## src/rtl/leg_lite_single.sv

```systemverilog
// Single-cycle 16-bit LEGLite core: PC, 8x16 register file (X7 = XZR), ALU, decoder, branch logic.
// Instruction and data memories are external and combinational on the read side.
module leg_lite_single (
  output logic [15:0] iaddr,
  output logic [15:0] draddr,
  output logic        dwrite,
  output logic        dread,
  output logic [15:0] dwdata,
  output logic [15:0] alu_out,
  input  logic        clock,
  input  logic [15:0] idata,
  input  logic [15:0] drdata,
  input  logic        reset
);

  typedef enum logic [2:0] {
    OpR    = 3'b000,
    OpNop  = 3'b001,
    OpB    = 3'b010,
    OpLd   = 3'b011,
    OpSt   = 3'b100,
    OpAddi = 3'b101,
    OpAndi = 3'b110,
    OpCbz  = 3'b111
  } opcode_e;

  opcode_e     opcode;
  logic [2:0]  rn_idx;
  logic [2:0]  rm_idx;
  logic [3:0]  funct;
  logic [15:0] rn_val;
  logic [15:0] rm_val;
  logic [15:0] imm_sext;
  logic [15:0] imm_zext;
  logic [15:0] off_b;
  logic [15:0] off_cbz;

  logic [15:0] pc_q;
  logic [15:0] pc_d;
  logic [15:0] regs_q [7];

  logic        reg_we;
  logic [2:0]  wr_idx;
  logic [15:0] wr_data;

  assign opcode   = opcode_e'(idata[15:13]);
  assign rn_idx   = idata[12:10];
  assign rm_idx   = idata[9:7];
  assign funct    = idata[3:0];
  assign imm_sext = {{9{idata[6]}}, idata[6:0]};
  assign imm_zext = {9'b0, idata[6:0]};
  assign off_b    = {{2{idata[12]}}, idata[12:0], 1'b0};
  assign off_cbz  = {{5{idata[9]}}, idata[9:0], 1'b0};

  // X7 has no storage; it reads as zero.
  assign rn_val = (rn_idx == 3'd7) ? 16'h0000 : regs_q[rn_idx];
  assign rm_val = (rm_idx == 3'd7) ? 16'h0000 : regs_q[rm_idx];

  always_comb begin
    alu_out = rn_val;
    unique case (opcode)
      OpR: begin
        case (funct)
          4'd0:    alu_out = rn_val + rm_val;
          4'd1:    alu_out = rn_val - rm_val;
          4'd2:    alu_out = rn_val & rm_val;
          4'd3:    alu_out = rn_val | rm_val;
          default: alu_out = rn_val + rm_val;
        endcase
      end
      OpLd, OpSt, OpAddi: alu_out = rn_val + imm_sext;
      OpAndi:             alu_out = rn_val & imm_zext;
      // CBZ passes Rt (field [12:10]) so zero detect can look at alu_out.
      default:            alu_out = rn_val;
    endcase
  end

  always_comb begin
    reg_we  = 1'b0;
    wr_idx  = idata[9:7];
    wr_data = alu_out;
    unique case (opcode)
      OpR: begin
        reg_we = (funct[3:2] == 2'b00);
        wr_idx = idata[6:4];
      end
      OpLd: begin
        reg_we  = 1'b1;
        wr_data = drdata;
      end
      OpAddi, OpAndi: reg_we = 1'b1;
      default:        reg_we = 1'b0;
    endcase
    if (wr_idx == 3'd7) begin
      reg_we = 1'b0;
    end
  end

  always_comb begin
    pc_d = pc_q + 16'd2;
    unique case (opcode)
      OpB:     pc_d = pc_q + off_b;
      OpCbz:   pc_d = (alu_out == 16'h0000) ? pc_q + off_cbz : pc_q + 16'd2;
      default: pc_d = pc_q + 16'd2;
    endcase
  end

  always_ff @(posedge clock or posedge reset) begin
    if (reset) begin
      pc_q <= 16'h0000;
      for (int i = 0; i < 7; i++) begin
        regs_q[i] <= 16'h0000;
      end
    end else begin
      pc_q <= pc_d;
      for (int i = 0; i < 7; i++) begin
        if (reg_we && (wr_idx == 3'(i))) begin
          regs_q[i] <= wr_data;
        end
      end
    end
  end

  assign iaddr  = pc_q;
  assign draddr = alu_out;
  assign dwdata = rm_val;
  assign dread  = (opcode == OpLd);
  assign dwrite = (opcode == OpSt);

endmodule

```

## config.mk

```make
export PLATFORM = sky130hd
export DESIGN_NAME = leg_lite_single
export DESIGN_NICKNAME = d
export VERILOG_FILES = /design/src/rtl/leg_lite_single.sv
export SDC_FILE = /design/constraint.sdc
export NUM_CORES = 1
export LEC_CHECK = 0
export ABC_CLOCK_PERIOD_IN_PS = 8200
export CORE_MARGIN = 4
export CORE_UTILIZATION = 45
export DETAILED_ROUTE_END_ITERATION = 7
export MAX_ROUTING_LAYER = met4
export PLACE_DENSITY = 0.68
export SLEW_MARGIN = 5
export SYNTH_ARGS = -nofsm -noshare
export SYNTH_HDL_FRONTEND = slang
export SYNTH_SLANG_ARGS = --single-unit
```

## constraint.sdc

```tcl
create_clock -name clock -period 8.2 [get_ports clock]
set_input_delay 2.05 -clock clock [delete_from_list [all_inputs] [get_ports clock]]
set_output_delay 2.05 -clock clock [all_outputs]
set_load 0.01 [all_outputs]
```

==> results of run 1 <==
## state kept, by name, summed over array words and instances, names as in the netlist
signal / count
iaddr: 15
regs_q: 112
## per-layer routing
layer | vias to the layer above | part of all wire
li1 | 4951 | -
met1 | 5237 | 0.42
met2 | 440 | 0.48
met3 | 102 | 0.066
met4 | 0 | 0.033
met5 | - | 0
## worst register-to-register path, cell delays in order (launching register included)
cell      delay (ns)
dfrtp_1         0.40
mux2_4          0.28
a221o_1         0.31
a222oi_1        0.37
nand4_1         0.20
o31ai_1         0.24
buf_4           0.16
buf_4           0.10
xnor2_1         0.06
ha_1            0.36
buf_4           0.14
nand2_1         0.06
buf_4           0.14
nand3_1         0.07
o21ai_0         0.08
a22oi_1         0.18
o221a_2         0.22
o211ai_1        0.17
buf_4           0.19
buf_4           0.12
buf_4           0.13
or4_1           0.50
nor4_2          0.25
buf_4           0.19
a21o_1          0.25
buf_4           0.19
mux2i_1         0.20
## through the flow
step,worst slack (ns),std cells
floorplan,0.04277,1191
detailed placement,-0.7432,1751
global route,-0.02638,1799
global placement,-0.7085,1751
CTS,0.001668,1789
finish,0.1053,1799
## Yosys cell counts (34+ instances only)
cell and count:
mux2i_1 83, dfrtp_1 127, clkbuf_1 34, inv_1 37, a22oi_1 35, nand2_1 168
nor2_1 46, xnor2_1 39, a21oi_1 46, mux2_2 70, ha_1 52, o21ai_0 83
## path summary, 6_finish.rpt
kind | end | slack [ns] | cells after the start
max reg2reg | iaddr[4]$_DFF_PP0_ | 2.57 | 26
max | alu_out[8] | 0.11 | 18
min in group asynchronous | regs_q[97]$_DFFE_PP0P_ | 2.16 | 2
min reg2reg | regs_q[109]$_DFFE_PP0P_ | 0.50 | 2
max in group asynchronous | regs_q[7]$_DFFE_PP0P_ | 4.71 | 3
min | regs_q[109]$_DFFE_PP0P_ | 0.50 | 2
## cell type report
cell class | count | area share
Clock buffer | 17 | 0.02974
Timing Repair Buffer | 333 | 0.1971
Inverter | 41 | 0.01093
Multi-Input combinational cell | 947 | 0.4983
Clock inverter | 15 | 0.01391
Tap cell | 319 | 0.02790
Sequential cell | 127 | 0.2221
## timing repair
action,4_1_cts,5_1_grt
buffers inserted,5,9
pin swaps,6,10
resized for setup,38,40
setup endpoints to repair,24,21
gates cloned,1,1
## report_power, final
part | total [mW] | internal (mW) | switching [mW]
clock | 0.817 | 0.489 | 0.328
combinational | 2.98 | 1.52 | 1.47
sequential | 1.19 | 0.911 | 0.276
## kinds of logic (layout without fill, tap and decap cells)
logic type	Yosys count	after routing	share of synthesized area
flip-flops	127	127	0.2966
AND/OR/NAND/NOR	337	337	0.1494
AO/OA/AOI/OAI	314	314	0.2021
XOR/XNOR	63	63	0.05149
buffers and inverters	117	406	0.05277
multiplexers	165	165	0.1693
adder cells (fa/ha/maj)	67	67	0.07799
other	1	1	0.0003499
==> reports/qor.yml, run 1 <==
status: "complete, no violations"
synth_flop_cell: "dfrtp_1"
ys_seq_elements: 127
die_y_um: 162.3
synthTopCellsByArea: "dfrtp_1 (30%), mux2i_1 (7.8%), mux2_2 (7.4%)"
synth_edf_count: 0
required_ns: 6.15
final_util: 0.6095
detailed_place_hpwl_um: 29810
cp_max_fo: 5
syn_nets: 1280
synth_top_area_share: 0.2966
yosys.cell_types.count: 87
drcViolationCount: 0
syn_area_sq_mm: 0.01072
avgSynthCellArea_sq_um: 8.998
worstSetupStartpoint: "idata[8]"
most-common-layout-cells: "buf_4 (227), nand2_1 (167), dfrtp_1 (127), clkdlybuf4s50_1 (82), o21ai_0 (79)"
vdd_drop_max_v: 0.0001448
antenna_found_initial: 0
met3_usage: 0.05126
root_buffer: "clkbuf_16"
die-area_sq_mm: 0.02635
startpoint_type: "primary input"
ctsHoldBuffers: 0
cts_num_sinks: 127
htreeDepth: 4
total_power_mw: 4.985
yosys.area.top_type: "dfrtp_1"
wire_per_inst_um: 21.84
period_minus_slack_ns: 8.095
path_class: "primary input to output pin"
met2_usage: 0.4964
synthArstFlopShare: 1.000
cap_violations: 0
layout.cells.most_common: "buf_4"
cp-end-kind: "output pin"
ys_seq_area_frac: 0.2966
area_growth_pct: 33.50
drtIter0Drc: 1038
busiest_layer: "met2"
boundaryPins: 100
vias_per_cell: 5.964
port_buffers: 98
power_density_mw_per_mm2: 348.4
crit_chain: "buf_6 > buf_12 > mux2_4 > a221o_1 > nand2_2 > ha_2 > nand2_2 > o41ai_4 > xnor2_1 > ha_2 > or3_4 > or2_2 > o22a_1 > xnor2_1 > or3_1 > a22oi_2 > buf_4 > dlygate4sd2_1"
core-area_sq_mm: 0.02347
cp.arrival_ns: 6.04
setup_viol: 0
cts_buffer_depth: 2
dpl_cell_area_sq_mm: 0.01337
grt_overflow: 0
fin_area_sq_mm: 0.01431
grt_pass1_wl_um: 60200
cts-buffers-inserted: 17
floorplan.rows: 56
diodes: 0
max_stage_delay_ns: 0.39
fin_skew_ns: 0.01277
hp-start: "regs_q[109]$_DFFE_PP0P_"
firstDrtPassIters: 6
grt_max_degree: 67
yosys_warnings: 0
critPathBufInv: 4
die_w_um: 162.3
slew_violations: 0
start_util: 0.4566
leakage_nw: 6.734
finalHoldViolations: 0
hold_ws_ns: 0.5025
gp_congestion: 1.001
hp-class: "flop to flop"
worstMarginPinSlew_ns: 1.162
met1_usage: 0.3839
grt_use_total: 0.3027
nNetsFinal: 1556
cts_tree: "yes"
clkTransAtPathRegs_ns: 0.06
ff_latch_area_sq_mm: 0.003178
slew_headroom: 0.2236
max_freq_mhz: 123.5
multi_input_area_sq_mm: 0.007128
first_global_vias: 10510
fill_cells: 1992
ant_nets: 0
vias: 10730
crit_slowest_cell: "or3_4"
syn_inst: 1191
r2r-start: "regs_q[38]$_DFFE_PP0P_"
clk_latency_ns: 0.43
cp_top_family: "simple AND/OR/NAND/NOR gates"
fin_tns_setup_ns: 0
finalWirelength_um: 39290
drive_gt1_frac: 0.2797
period_share: 0.9872
(Power assumes the default switching activity.)
==> run 2, diff against run 1 <==
--- a/config.mk
+++ b/config.mk
@@ -7,10 +7,11 @@
 export LEC_CHECK = 0
 export ABC_CLOCK_PERIOD_IN_PS = 8200
 export CORE_MARGIN = 4
-export CORE_UTILIZATION = 45
+export CORE_UTILIZATION = 54
 export DETAILED_ROUTE_END_ITERATION = 7
+export HOLD_SLACK_MARGIN = 0.15
 export MAX_ROUTING_LAYER = met4
-export PLACE_DENSITY = 0.68
+export PLACE_DENSITY = 0.79
 export SLEW_MARGIN = 5
 export SYNTH_ARGS = -nofsm -noshare
 export SYNTH_HDL_FRONTEND = slang
==> run 2 against run 1 <==
  * Sequential share of layout area increased by 0.32 points
  * Worst setup slack got worse by 0.050 ns
  * Total power decreased by 0.54%
  * Critical path type unchanged
  * Maximum frequency decreased by 0.62%
  * Clock skew decreased by 0.0027 ns
  * First-iteration DRC count increased by 18%
  * Largest power group unchanged
  * Critical endpoint is now draddr[10]
==> reports/qor.yml, run 2 (synthesized netlist as in run 1, its figures left out) <==
core-area_sq_mm: 0.01946  # -17%
wire_per_inst_um: 22.81  # +4.4%
p_sw_mw: 2.078  # +0.45%
floorplan.rows: 51  # -8.9%
layout.cells.most_common: "buf_4"
cap_violations: 0  # unchanged
drive_gt1_frac: 0.2738  # -0.005888
die-area_sq_mm: 0.02216  # -16%
critPathBufInv: 5  # +1
max_freq_mhz: 122.8  # -0.62%
vias: 11080  # +3.3%
total_power_mw: 4.958  # -0.54%
worstSetupStartpoint: "idata[10]"
hp-class: "flop to flop"
drcViolationCount: 0  # unchanged
grt_overflow: 0  # unchanged
crit_slowest_cell: "clkdlybuf4s50_1"
ant_nets: 0  # unchanged
cp.arrival_ns: 6.09  # +0.05 ns
area_growth_pct: 31.62
slew_violations: 0  # unchanged
die_w_um: 148.9  # -8.3%
p_comb_frac: 0.603  # +0.005
finalWirelength_um: 39530  # +0.61%
firstDrtPassIters: 6  # unchanged
cts-buffers-inserted: 17  # unchanged
vias_per_cell: 6.393  # +7.2%
clkPwrFrac: 0.156  # -0.008
worstMarginPinSlew_ns: 1.074  # -0.08807 ns
clkTransAtPathRegs_ns: 0.05  # about the same
drtIter0Drc: 1230  # +18%
regMostFlops: "regs_q"
seq_power_share: 0.241  # +0.003
boundaryPins: 100  # unchanged
slew_headroom: 0.2825  # +0.05886
ctsHoldBuffers: 0  # unchanged
cts_num_sinks: 127  # unchanged
startpoint_type: "primary input"
path_class: "primary input to output pin"
clk_latency_ns: 0.44  # about the same
die_y_um: 148.9  # -8.3%
hold_ws_ns: 0.5098  # +0.007258 ns
start_util: 0.5506  # +0.09407
grt_pass1_wl_um: 60960  # +1.3%
grt_max_degree: 68  # +1.5%
vdd_drop_max_v: 0.0002078  # +44%
fill_cells: 1450  # -27%
fin_skew_ns: 0.01004  # -0.002737 ns
switching_share: 0.4191  # +0.004122
hp-start: "regs_q[8]$_DFFE_PP0P_"
antenna_found_initial: 0  # unchanged
cts_tree: "yes"
period_share: 0.9933  # +0.006121
cp_top_family: "buffers and inverters"
dpl_worst_slack_ns: -0.6772  # +0.06597 ns
power_density_mw_per_mm2: 351.5  # +0.88%
setup_slack_ns: 0.05511  # -0.05019 ns
port_buffers: 98  # unchanged
max_stage_delay_ns: 0.60  # +0.21 ns
dpl_cell_area_sq_mm: 0.01321  # -1.2%
first_global_vias: 10990  # +4.6%
required_ns: 6.15  # about the same
nNetsFinal: 1545  # -0.71%
finalHoldViolations: 0  # unchanged
power.internal_mw: 2.880  # -1.2%
r2r-start: "regs_q[64]$_DFFE_PP0P_"
worst-path-stages: 15  # -3
largest_reg_flops: 112  # unchanged
cts_buffer_depth: 2  # unchanged
status: "complete, no violations"
fin_area_sq_mm: 0.01410  # -1.4%
grt_use_total: 0.3632  # +0.06053
detailed_place_hpwl_um: 29060  # -2.5%
htreeDepth: 4  # unchanged
cp-end-kind: "output pin"
most-common-layout-cells: "buf_4 (217), nand2_1 (167), dfrtp_1 (127), clkdlybuf4s50_1 (81)"
worstRegToRegCells: 23  # -12%
whs_path_depth: 2  # unchanged
crit_chain: "clkdlybuf4s50_1 > nor2b_2 > a221oi_1 > a221o_1 > inv_1 > ha_1 > fa_1 > a211oi_2 > buf_4 > o21ba_2 > o31ai_2 > buf_4 > xnor2_1 > o221ai_2 > clkdlybuf4s50_1"
setup_viol: 0  # unchanged
leakage_nw: 6.635  # -1.5%
grt_setup_unrepaired: "yes"
diodes: 0  # unchanged
final_util: 0.7247  # +0.1152
root_buffer: "clkbuf_16"
cp_max_fo: 5  # unchanged
period_minus_slack_ns: 8.145  # +0.05019 ns
gp_congestion: 1.052  # +5.1%
==> run 2: worst paths after layout <==
path | end | slack (ns)
setup / recovery | draddr[10] | 0.06
hold / removal | regs_q[8]$_DFFE_PP0P_ | 0.51
setup reg to reg | iaddr[4]$_DFF_PP0_ | 2.32
hold reg to reg | regs_q[8]$_DFFE_PP0P_ | 0.51
max in group asynchronous | regs_q[30]$_DFFE_PP0P_ | 4.73
min in group asynchronous | regs_q[66]$_DFFE_PP0P_ | 2.12
==> run 2: stage by stage <==
stage	setup TNS (ns)	instances
finish	0	1733
global route	-0.2650	1733
CTS	0	1718
detailed placement	-8.594	1683
global placement	-7.018	1683
floorplan	0	1191
==> run 2: layout make-up <==
cell class	count	area, sq um	area share
Inverter	41	158.9	0.01127
Multi-Input combinational cell	947	7114	0.5044
Clock inverter	11	141.4	0.01002
Clock buffer	20	446.7	0.03167
Tap cell	265	331.6	0.02351
Sequential cell	127	3178	0.2253
Timing Repair Buffer	322	2734	0.1938
==> run 2: metal layers <==
| layer | vias up | track usage | part of all wire |
|---|---|---|---|
| met5 | - | - | 0 |
| met4 | 0 | 0.1675 | 0.056 |
| met3 | 182 | 0.08933 | 0.094 |
| met2 | 625 | 0.5604 | 0.46 |
| met1 | 5364 | 0.4532 | 0.39 |
| li1 | 4908 | - | - |
==> run 2: timing repair <==
action | CTS | global route
endpoints found under the setup margin | 24 | 24
gates resized for setup | 34 | 47
pin swaps | 7 | 25
gates cloned | 0 | 1
setup buffers | 4 | 14
==> run 2: worst min-delay path: stages, from the launching register on <==
cell and delay (ns):
dfrtp_1 0.36, nand2_1 0.05, o21ai_0 0.06
==> run 2: power by group through the flow <==
stage / logic, mW / registers, mW / clock network (mW)
detailed placement: 2.81 / 1.18 / 0
floorplan: 1.69 / 1.11 / 0
CTS: 2.87 / 1.17 / 0.773
global route: 3.21 / 1.22 / 0.802
global placement: 2.74 / 1.15 / 0
finish: 2.99 / 1.19 / 0.775
